File: src/rtl/alu_arbiter.sv
// Two-port arbiter sharing one combinational ALU between the main pipeline (port 0)
// and the multi-cycle unit (port 1), with a one-entry registered response per port.
module alu_arbiter #(
    parameter int DATA_WIDTH     = 32,
    parameter int ALU_CTRL_WIDTH = 5,
    parameter int AMOUNT_WIDTH   = 5,
    parameter int FIXED_PRIO     = 0
) (
    input  logic                      i_clk,
    input  logic                      i_rst_n,
    input  logic                      i_req0_valid,
    output logic                      o_req0_ready,
    input  logic [ALU_CTRL_WIDTH-1:0] i_req0_op,
    input  logic [DATA_WIDTH-1:0]     i_req0_a,
    input  logic [DATA_WIDTH-1:0]     i_req0_b,
    input  logic [AMOUNT_WIDTH-1:0]   i_req0_sa,
    input  logic                      i_req1_valid,
    output logic                      o_req1_ready,
    input  logic [ALU_CTRL_WIDTH-1:0] i_req1_op,
    input  logic [DATA_WIDTH-1:0]     i_req1_a,
    input  logic [DATA_WIDTH-1:0]     i_req1_b,
    input  logic [AMOUNT_WIDTH-1:0]   i_req1_sa,
    output logic                      o_rsp0_valid,
    input  logic                      i_rsp0_ready,
    output logic [DATA_WIDTH-1:0]     o_rsp0_data,
    output logic                      o_rsp0_zero,
    output logic                      o_rsp0_ovf,
    output logic                      o_rsp1_valid,
    input  logic                      i_rsp1_ready,
    output logic [DATA_WIDTH-1:0]     o_rsp1_data,
    output logic                      o_rsp1_zero,
    output logic                      o_rsp1_ovf,
    output logic [ALU_CTRL_WIDTH-1:0] o_alu_operation,
    output logic [DATA_WIDTH-1:0]     o_alu_data_a,
    output logic [DATA_WIDTH-1:0]     o_alu_data_b,
    output logic [AMOUNT_WIDTH-1:0]   o_alu_sa,
    input  logic [DATA_WIDTH-1:0]     i_alu_dout,
    input  logic                      i_alu_zero,
    input  logic                      i_alu_ovf
);

    // Handshake: a request transfers in the cycle where valid and ready are both high;
    // a response transfers when o_rspN_valid and i_rspN_ready are both high. Ready on
    // the request side is the grant and depends combinationally on valid, never the reverse.
    logic [1:0]            req_valid;
    logic [1:0]            rsp_ready;
    logic [1:0]            eligible;
    logic [1:0]            grant;
    logic [1:0]            rsp_valid_q, rsp_valid_d;
    logic                  ptr_q, ptr_d;
    logic [DATA_WIDTH-1:0] rsp0_data_q, rsp0_data_d;
    logic [DATA_WIDTH-1:0] rsp1_data_q, rsp1_data_d;
    logic                  rsp0_zero_q, rsp0_zero_d, rsp0_ovf_q, rsp0_ovf_d;
    logic                  rsp1_zero_q, rsp1_zero_d, rsp1_ovf_q, rsp1_ovf_d;

    assign req_valid = {i_req1_valid, i_req0_valid};
    assign rsp_ready = {i_rsp1_ready, i_rsp0_ready};
    // A response slot that drains this cycle can accept the next result.
    assign eligible  = req_valid & (~rsp_valid_q | rsp_ready) & {2{i_rst_n}};

    always_comb begin
        grant = 2'b00;
        case (eligible)
            2'b01:   grant = 2'b01;
            2'b10:   grant = 2'b10;
            2'b11:   grant = ((FIXED_PRIO != 0) || !ptr_q) ? 2'b01 : 2'b10;
            default: grant = 2'b00;
        endcase
    end

    always_comb begin
        o_alu_operation = '0;
        o_alu_data_a    = '0;
        o_alu_data_b    = '0;
        o_alu_sa        = '0;
        if (grant[0]) begin
            o_alu_operation = i_req0_op;
            o_alu_data_a    = i_req0_a;
            o_alu_data_b    = i_req0_b;
            o_alu_sa        = i_req0_sa;
        end else if (grant[1]) begin
            o_alu_operation = i_req1_op;
            o_alu_data_a    = i_req1_a;
            o_alu_data_b    = i_req1_b;
            o_alu_sa        = i_req1_sa;
        end
    end

    always_comb begin
        rsp_valid_d = (rsp_valid_q & ~rsp_ready) | grant;
        ptr_d       = grant[0] ? 1'b1 : (grant[1] ? 1'b0 : ptr_q);
        rsp0_data_d = grant[0] ? i_alu_dout : rsp0_data_q;
        rsp0_zero_d = grant[0] ? i_alu_zero : rsp0_zero_q;
        rsp0_ovf_d  = grant[0] ? i_alu_ovf  : rsp0_ovf_q;
        rsp1_data_d = grant[1] ? i_alu_dout : rsp1_data_q;
        rsp1_zero_d = grant[1] ? i_alu_zero : rsp1_zero_q;
        rsp1_ovf_d  = grant[1] ? i_alu_ovf  : rsp1_ovf_q;
    end

    always_ff @(posedge i_clk or negedge i_rst_n) begin
        if (!i_rst_n) begin
            rsp_valid_q <= 2'b00;
            ptr_q       <= 1'b0;
            rsp0_data_q <= '0;
            rsp0_zero_q <= 1'b0;
            rsp0_ovf_q  <= 1'b0;
            rsp1_data_q <= '0;
            rsp1_zero_q <= 1'b0;
            rsp1_ovf_q  <= 1'b0;
        end else begin
            rsp_valid_q <= rsp_valid_d;
            ptr_q       <= ptr_d;
            rsp0_data_q <= rsp0_data_d;
            rsp0_zero_q <= rsp0_zero_d;
            rsp0_ovf_q  <= rsp0_ovf_d;
            rsp1_data_q <= rsp1_data_d;
            rsp1_zero_q <= rsp1_zero_d;
            rsp1_ovf_q  <= rsp1_ovf_d;
        end
    end

    assign o_req0_ready = grant[0];
    assign o_req1_ready = grant[1];
    assign o_rsp0_valid = rsp_valid_q[0];
    assign o_rsp1_valid = rsp_valid_q[1];
    assign o_rsp0_data  = rsp0_data_q;
    assign o_rsp0_zero  = rsp0_zero_q;
    assign o_rsp0_ovf   = rsp0_ovf_q;
    assign o_rsp1_data  = rsp1_data_q;
    assign o_rsp1_zero  = rsp1_zero_q;
    assign o_rsp1_ovf   = rsp1_ovf_q;

endmodule
File: config.mk
export PLATFORM = sky130hd
export DESIGN_NAME = alu_arbiter
export DESIGN_NICKNAME = d
export VERILOG_FILES = /design/src/rtl/alu_arbiter.sv
export SDC_FILE = /design/constraint.sdc
export NUM_CORES = 1
export LEC_CHECK = 0
export CORE_AREA = 2 2 129 131
export DETAILED_ROUTE_END_ITERATION = 8
export DIE_AREA = 0 0 131 133
export PLACE_DENSITY_LB_ADDON = 0.3
export SETUP_SLACK_MARGIN = 0.2
export SLEW_MARGIN = 20
export SYNTH_ARGS = -nofsm -noshare
export SYNTH_HDL_FRONTEND = slang
export SYNTH_SLANG_ARGS = --single-unit
File: constraint.sdc
create_clock -name i_clk -period 4.2 [get_ports i_clk]
set_input_delay 0.84 -clock i_clk [delete_from_list [all_inputs] [get_ports i_clk]]
set_output_delay 0.84 -clock i_clk [all_outputs]
set_load 0.005 [all_outputs]
==> out/qor.csv, run 1 <==
metric,value,unit
peakVddDrop,0.340,mV
instances_no_fill,957,
switching_share,26.6,%
place_congestion,0.867,
clockRootBuffer,clkbuf_16,
fin_area,7720,µm²
drv_cap,0,
place_area,7410,µm²
yosysMostFrequentCell,nand2_1,
grt_use_total,18.9,%
n_antenna_cell,0,
fin_crit_sh,89.6,%
postCtsSetupRepairBufs,0,
grt_pass1_vias,4434,
htree_levels,3,
fin_util,47.8,%
hpwl,13500,µm
cts_buffers,9,
clk_pin_slew_worst_paths,0.06,ns
drc,0,
seqCellArea,1780,µm²
status,finished clean,
grt_max_degree,75,
clock-sinks,71,
start_util,23.9,%
n_fill_cell,1501,
num_rows,47,
io_buffers,333,
synthTopCellsByCount,"nand2_1, o22ai_1, dfrtp_1, mux2_2, mux2_1",
worstHoldPathType,input port to asynchronous set/reset pin,
netlist_area,3870,µm²
slew_viol_final,0,
wl,17600,µm
drive_gt1_share,9.36,%
via_per_inst,4.64,
start_kind,input port,
cts_resized,0,
p_per_area,382,nW/µm²
p_total,2.95,mW
core_area,16200,µm²
power.internal,2.16,mW
syn_area_per_cell,9.23,µm²
yosysWarnings,0,
fin_nets,920,
path_class,input port to primary output,
synth-seq-cells,71,
drt_first_iter_violations,143,
arrival,2.92,ns
cts.path.max_buffers,2,
dpl.cell_count,941,
ios,334,
grt_pass1_wl,24900,µm
finalCriticalPeriod,3.76,ns
ys_types,19,
synth_top_area_cell,dfrtp_1,
cts_hold_buf,0,
grt_antenna_before_repair,0,
synth-seq-area-share,45.9,%
tritoncts,done,
drt_pass1_iterations,6,
die_w,131,µm
p_leak,3.06,nW
power_frac_comb,39.9,%
multi_input_area,1900,µm²
grt_overflow_total,0,
finClkSkew,0.00479,ns
power_frac_seq,33.0,%
synth_top_area_share,45.9,%
die_area,17400,µm²
switching_power,785,µW
synth_ff_type,dfrtp_1,
worst_pin_slew,0.777,ns
synth_edf_count,0,
synth_cells,419,
die_y,133,µm
hold_viol,0,
clock.fmax,266,MHz
clockPowerShare,27.0,%
cp_max_fo,74,
end_kind,primary output,
finalSetupViolations,0,
syn_nets,607,
maxSlewHeadroom,48.2,%
synthToLayoutAreaGrowth,99.6,%
async_reset_ff_share,100,%
ant_nets,0,
avgRoutedWirePerCell,18.4,µm
ys_top_cells_by_area,"dfrtp_1, nand2_1, o22ai_1",
setup_tns,0,ns
clk_latency,0.33,ns
rsz0062_at_grt,false,
vias,4445,
cp.required,3.36,ns
## registers in the layout (all words and copies together), names as in the netlist
signal       flops
o_rsp0_data     32
o_rsp0_ovf       1
o_rsp0_zero      1
o_rsp1_data     32
o_rsp1_ovf       1
o_rsp1_zero      1
ptr_q            1
rsp_valid_q      2
## stage by stage
| step | worst slack (ns) | hold slack [ns] |
|---|---|---|
| after floorplan | 1.48 | 0.473 |
| after global placement | 0.233 | 0.467 |
| after detailed placement | 0.272 | 0.476 |
| after CTS | 0.253 | 0.420 |
| after global routing | 0.349 | 0.425 |
| final | 0.436 | 0.423 |
## metal layers
layer	wire length (µm)	track usage (%)	vias to the layer above
met1	6280	19.6	2126
met2	9000	34.2	214
met3	2020	8.01	24
met4	341	5.73	0
met5	0	0	-
li1	-	-	2081
## worst paths after layout
check | start | endpoint | slack (ns) | cells past startpoint
min reg2reg | o_rsp1_data[30] | o_rsp1_data[30] | 0.48 | 1
min | i_rst_n | o_rsp1_data[3] | 0.42 | 1
max in group asynchronous | i_rst_n | o_rsp1_data[9] | 2.46 | 3
max | i_req1_valid | o_alu_data_b[31] | 0.44 | 6
min in group i_clk | o_rsp1_data[30] | o_rsp1_data[30] | 0.48 | 1
max reg2reg | rsp_valid_q[1] | o_rsp0_data[29] | 2.28 | 5
## cell usage in the layout (no fill, tap or decap), drive strengths merged, types with 2 or more instances in the layout
cell type / instances
inv: 3
mux2: 68
dfrtp: 71
o21ai: 2
nor2b: 2
nand2: 152
o211ai: 2
buf: 11
o22ai: 74
clkbuf: 11
bufinv: 2
clkdlybuf4s50: 332
## power groups by stage
stage	clock (mW)	sequential, mW	combinational [mW]
detailed placement	0	0.984	1.18
global placement	0	0.973	1.17
finish	0.798	0.974	1.18
floorplan	0	0.990	0.353
global route	0.857	0.999	1.26
CTS	0.822	0.977	1.19
## layout make-up
type	instances	share of cell area, %
Timing Repair Buffer	343	44.7
Multi-Input combinational cell	305	24.6
Sequential cell	71	23.0
Tap cell	220	3.56
Clock buffer	11	3.01
Clock inverter	5	1.05
Inverter	2	0.0972
## worst max-delay path, cell delays in order
cell	delay [ns]
clkdlybuf4s50_1	0.50
nand2_1	0.11
o211ai_1	0.21
buf_6	0.48
o22ai_1	0.21
clkdlybuf4s50_1	0.55
## cell families after synthesis
| kind of cell | Yosys count | synth area share [%] |
|---|---|---|
| multiplexers | 68 | 19.8 |
| buffers and inverters | 43 | 5.01 |
| AO/OA/AOI/OAI | 80 | 13.7 |
| AND/OR/NAND/NOR | 157 | 15.6 |
| flip-flops | 71 | 45.9 |
No activity file was read; power rests on OpenSTA's default activity.
==> run 2: changes to the inputs <==
--- a/config.mk
+++ b/config.mk
@@ -8,6 +8,7 @@
 export CORE_AREA = 2 2 129 131
 export DETAILED_ROUTE_END_ITERATION = 8
 export DIE_AREA = 0 0 131 133
+export GPL_ROUTABILITY_DRIVEN = 0
 export PLACE_DENSITY_LB_ADDON = 0.3
 export SETUP_SLACK_MARGIN = 0.2
 export SLEW_MARGIN = 20
==> results of run 2 <==
The final DEF is identical to that of run 1; final timing and power are the same.
==> run 3: changes to the inputs <==
--- a/config.mk
+++ b/config.mk
@@ -5,9 +5,10 @@
 export SDC_FILE = /design/constraint.sdc
 export NUM_CORES = 1
 export LEC_CHECK = 0
-export CORE_AREA = 2 2 129 131
+export CORE_AREA = 2 2 131 133
+export CTS_CLUSTER_SIZE = 8
 export DETAILED_ROUTE_END_ITERATION = 8
-export DIE_AREA = 0 0 131 133
+export DIE_AREA = 0 0 133 135
 export GPL_ROUTABILITY_DRIVEN = 0
 export PLACE_DENSITY_LB_ADDON = 0.3
 export SETUP_SLACK_MARGIN = 0.2
==> constraint.sdc (replaced) <==
create_clock -name i_clk -period 4.3 [get_ports i_clk]
set_input_delay 0.86 -clock i_clk [delete_from_list [all_inputs] [get_ports i_clk]]
set_output_delay 0.86 -clock i_clk [all_outputs]
set_load 0.005 [all_outputs]
==> run 3 against run 2 <==
Against the previous run:
- clock skew increased by 0.0031 ns
- combinational power about the same
- sequential power decreased by 2.3%
- sequential share of layout area increased by 0.10 points
- sequential cell count unchanged
- die area increased by 3.1%
- design area decreased by 0.45%
- total power decreased by 5.2%
- critical path depth unchanged
- largest power group unchanged
==> out/qor.csv, run 3 (synthesis gave the netlist of run 1 again) <==
metric,value,unit
cp_max_fo,56,
wl,17400,µm
hpwl,13300,µm
fin_util,46.9,%
clockRootBuffer,clkbuf_16,
clk_pin_slew_worst_paths,0.06,ns
cts_buffers,9,
switching_power,795,µW
fin_nets,921,
arrival,2.98,ns
grt_pass1_wl,25900,µm
clockPowerShare,24.7,%
final_cell_mix,"clkdlybuf4s50_1, nand2_1, o22ai_1",
maxSlewHeadroom,62.6,%
core_area,16400,µm²
drt_first_iter_violations,255,
die_y,135,µm
vias,4430,
clock.fmax,261,MHz
setup_tns,0,ns
finalSetupViolations,0,
p_per_area,364,nW/µm²
peakVddDrop,0.293,mV
path_class,input port to primary output,
cp.required,3.44,ns
io_buffers,333,
rsz0062_at_grt,false,
ios,334,
final_common_cell,clkdlybuf4s50_1,
tritoncts,done,
clk_latency,0.33,ns
cp-startpoint,i_rsp0_ready,
worst_pin_slew,0.569,ns
status,finished clean,
grt_pass1_vias,4474,
drt_pass1_iterations,5,
avgRoutedWirePerCell,18.2,µm
end_kind,primary output,
cts_resized,0,
p_leak,3.05,nW
place_area,7400,µm²
die_w,133,µm
num_rows,47,
power_frac_seq,34.1,%
switching_share,28.4,%
cp-endpoint,o_alu_data_b[2],
drc,0,
reg2reg_from,rsp_valid_q[1],
grt_antenna_before_repair,3,
grt_use_total,18.6,%
htree_levels,3,
synthToLayoutAreaGrowth,98.7,%
finalCriticalPeriod,3.84,ns
r2r-end,o_rsp1_data[10],
drv_cap,0,
start_kind,input port,
slew_viol_final,0,
grt_overflow_total,0,
grt_max_degree,68,
drive_gt1_share,9.89,%
reg2reg_slack,2.38,ns
clock-sinks,71,
cts_hold_buf,0,
via_per_inst,4.62,
power_frac_comb,41.2,%
hold_ws,0.453,ns
start_util,23.6,%
fin_area,7690,µm²
cts.path.max_buffers,2,
worstHoldPathType,input port to asynchronous set/reset pin,
reg2reg_depth,5,
power.internal,2.00,mW
ant_nets,0,
fin_crit_sh,89.2,%
hold_viol,0,
finClkSkew,0.00794,ns
die_area,18000,µm²
postCtsSetupRepairBufs,0,
==> run 3: cell types whose count changed in the layout (fill, tap and decap cells not counted) <==
cell | before | now
buf_4 | 6 | 8
clkinv_4 | 0 | 2
buf_6 | 2 | 3
inv_6 | 1 | 2
buf_12 | 3 | 2
bufinv_16 | 2 | 0
diode_2 | 0 | 1
clkinvlp_4 | 1 | 2
clkdlybuf4s50_1 | 332 | 331
clkbuf_1 | 2 | 0
==> run 3: stage by stage <==
| stage | setup slack, ns | total power, mW | std cells |
|---|---|---|---|
| global placement | 0.422 | 2.09 | 942 |
| global route | 0.282 | 2.95 | 959 |
| finish | 0.464 | 2.80 | 959 |
| floorplan | 1.54 | 1.31 | 419 |
| detailed placement | 0.403 | 2.11 | 942 |
| CTS | 0.380 | 2.83 | 958 |
==> run 3: power groups by stage <==
stage	logic (mW)	clock network (mW)	registers, mW
floorplan	0.345	0	0.967
global placement	1.14	0	0.947
detailed placement	1.15	0	0.960
CTS	1.16	0.709	0.954
global route	1.23	0.738	0.977
finish	1.15	0.690	0.952
==> run 3: how the worst min path moves through the flow <==
stage                          startpoint               to
after floorplan                     ptr_q            ptr_q
after global placement     o_rsp1_data[8]   o_rsp1_data[8]
after detailed placement  o_rsp1_data[26]  o_rsp1_data[26]
after CTS                         i_rst_n            ptr_q
after global routing              i_rst_n            ptr_q
final                             i_rst_n            ptr_q
==> run 3: area by class of cell <==
type / count / area (µm²)
sequential: 71 / 1780
clock buffer: 9 / 225
timing repair buffer: 344 / 3450
multi-input combinational: 305 / 1900
tap: 220 / 275
inverter: 2 / 7.51
fill: 1536 / 8720
clock inverter: 7 / 55.1
antenna: 1 / 2.50
==> run 3: metal layers <==
metal  global-route usage (%)  wire [µm]  up-vias
met1                     23.0       6990     2074
met4                     5.26        227        4
met5                        0         23        -
li1                         -          -     2085
met2                     30.0       8320      246
met3                     7.51       1870       21
==> run 3: critical path: stages <==
cell	delay (ns)
clkdlybuf4s50_1	0.40
nand2b_1	0.30
a211o_2	0.39
buf_6	0.22
o22ai_1	0.20
clkdlybuf4s50_1	0.56
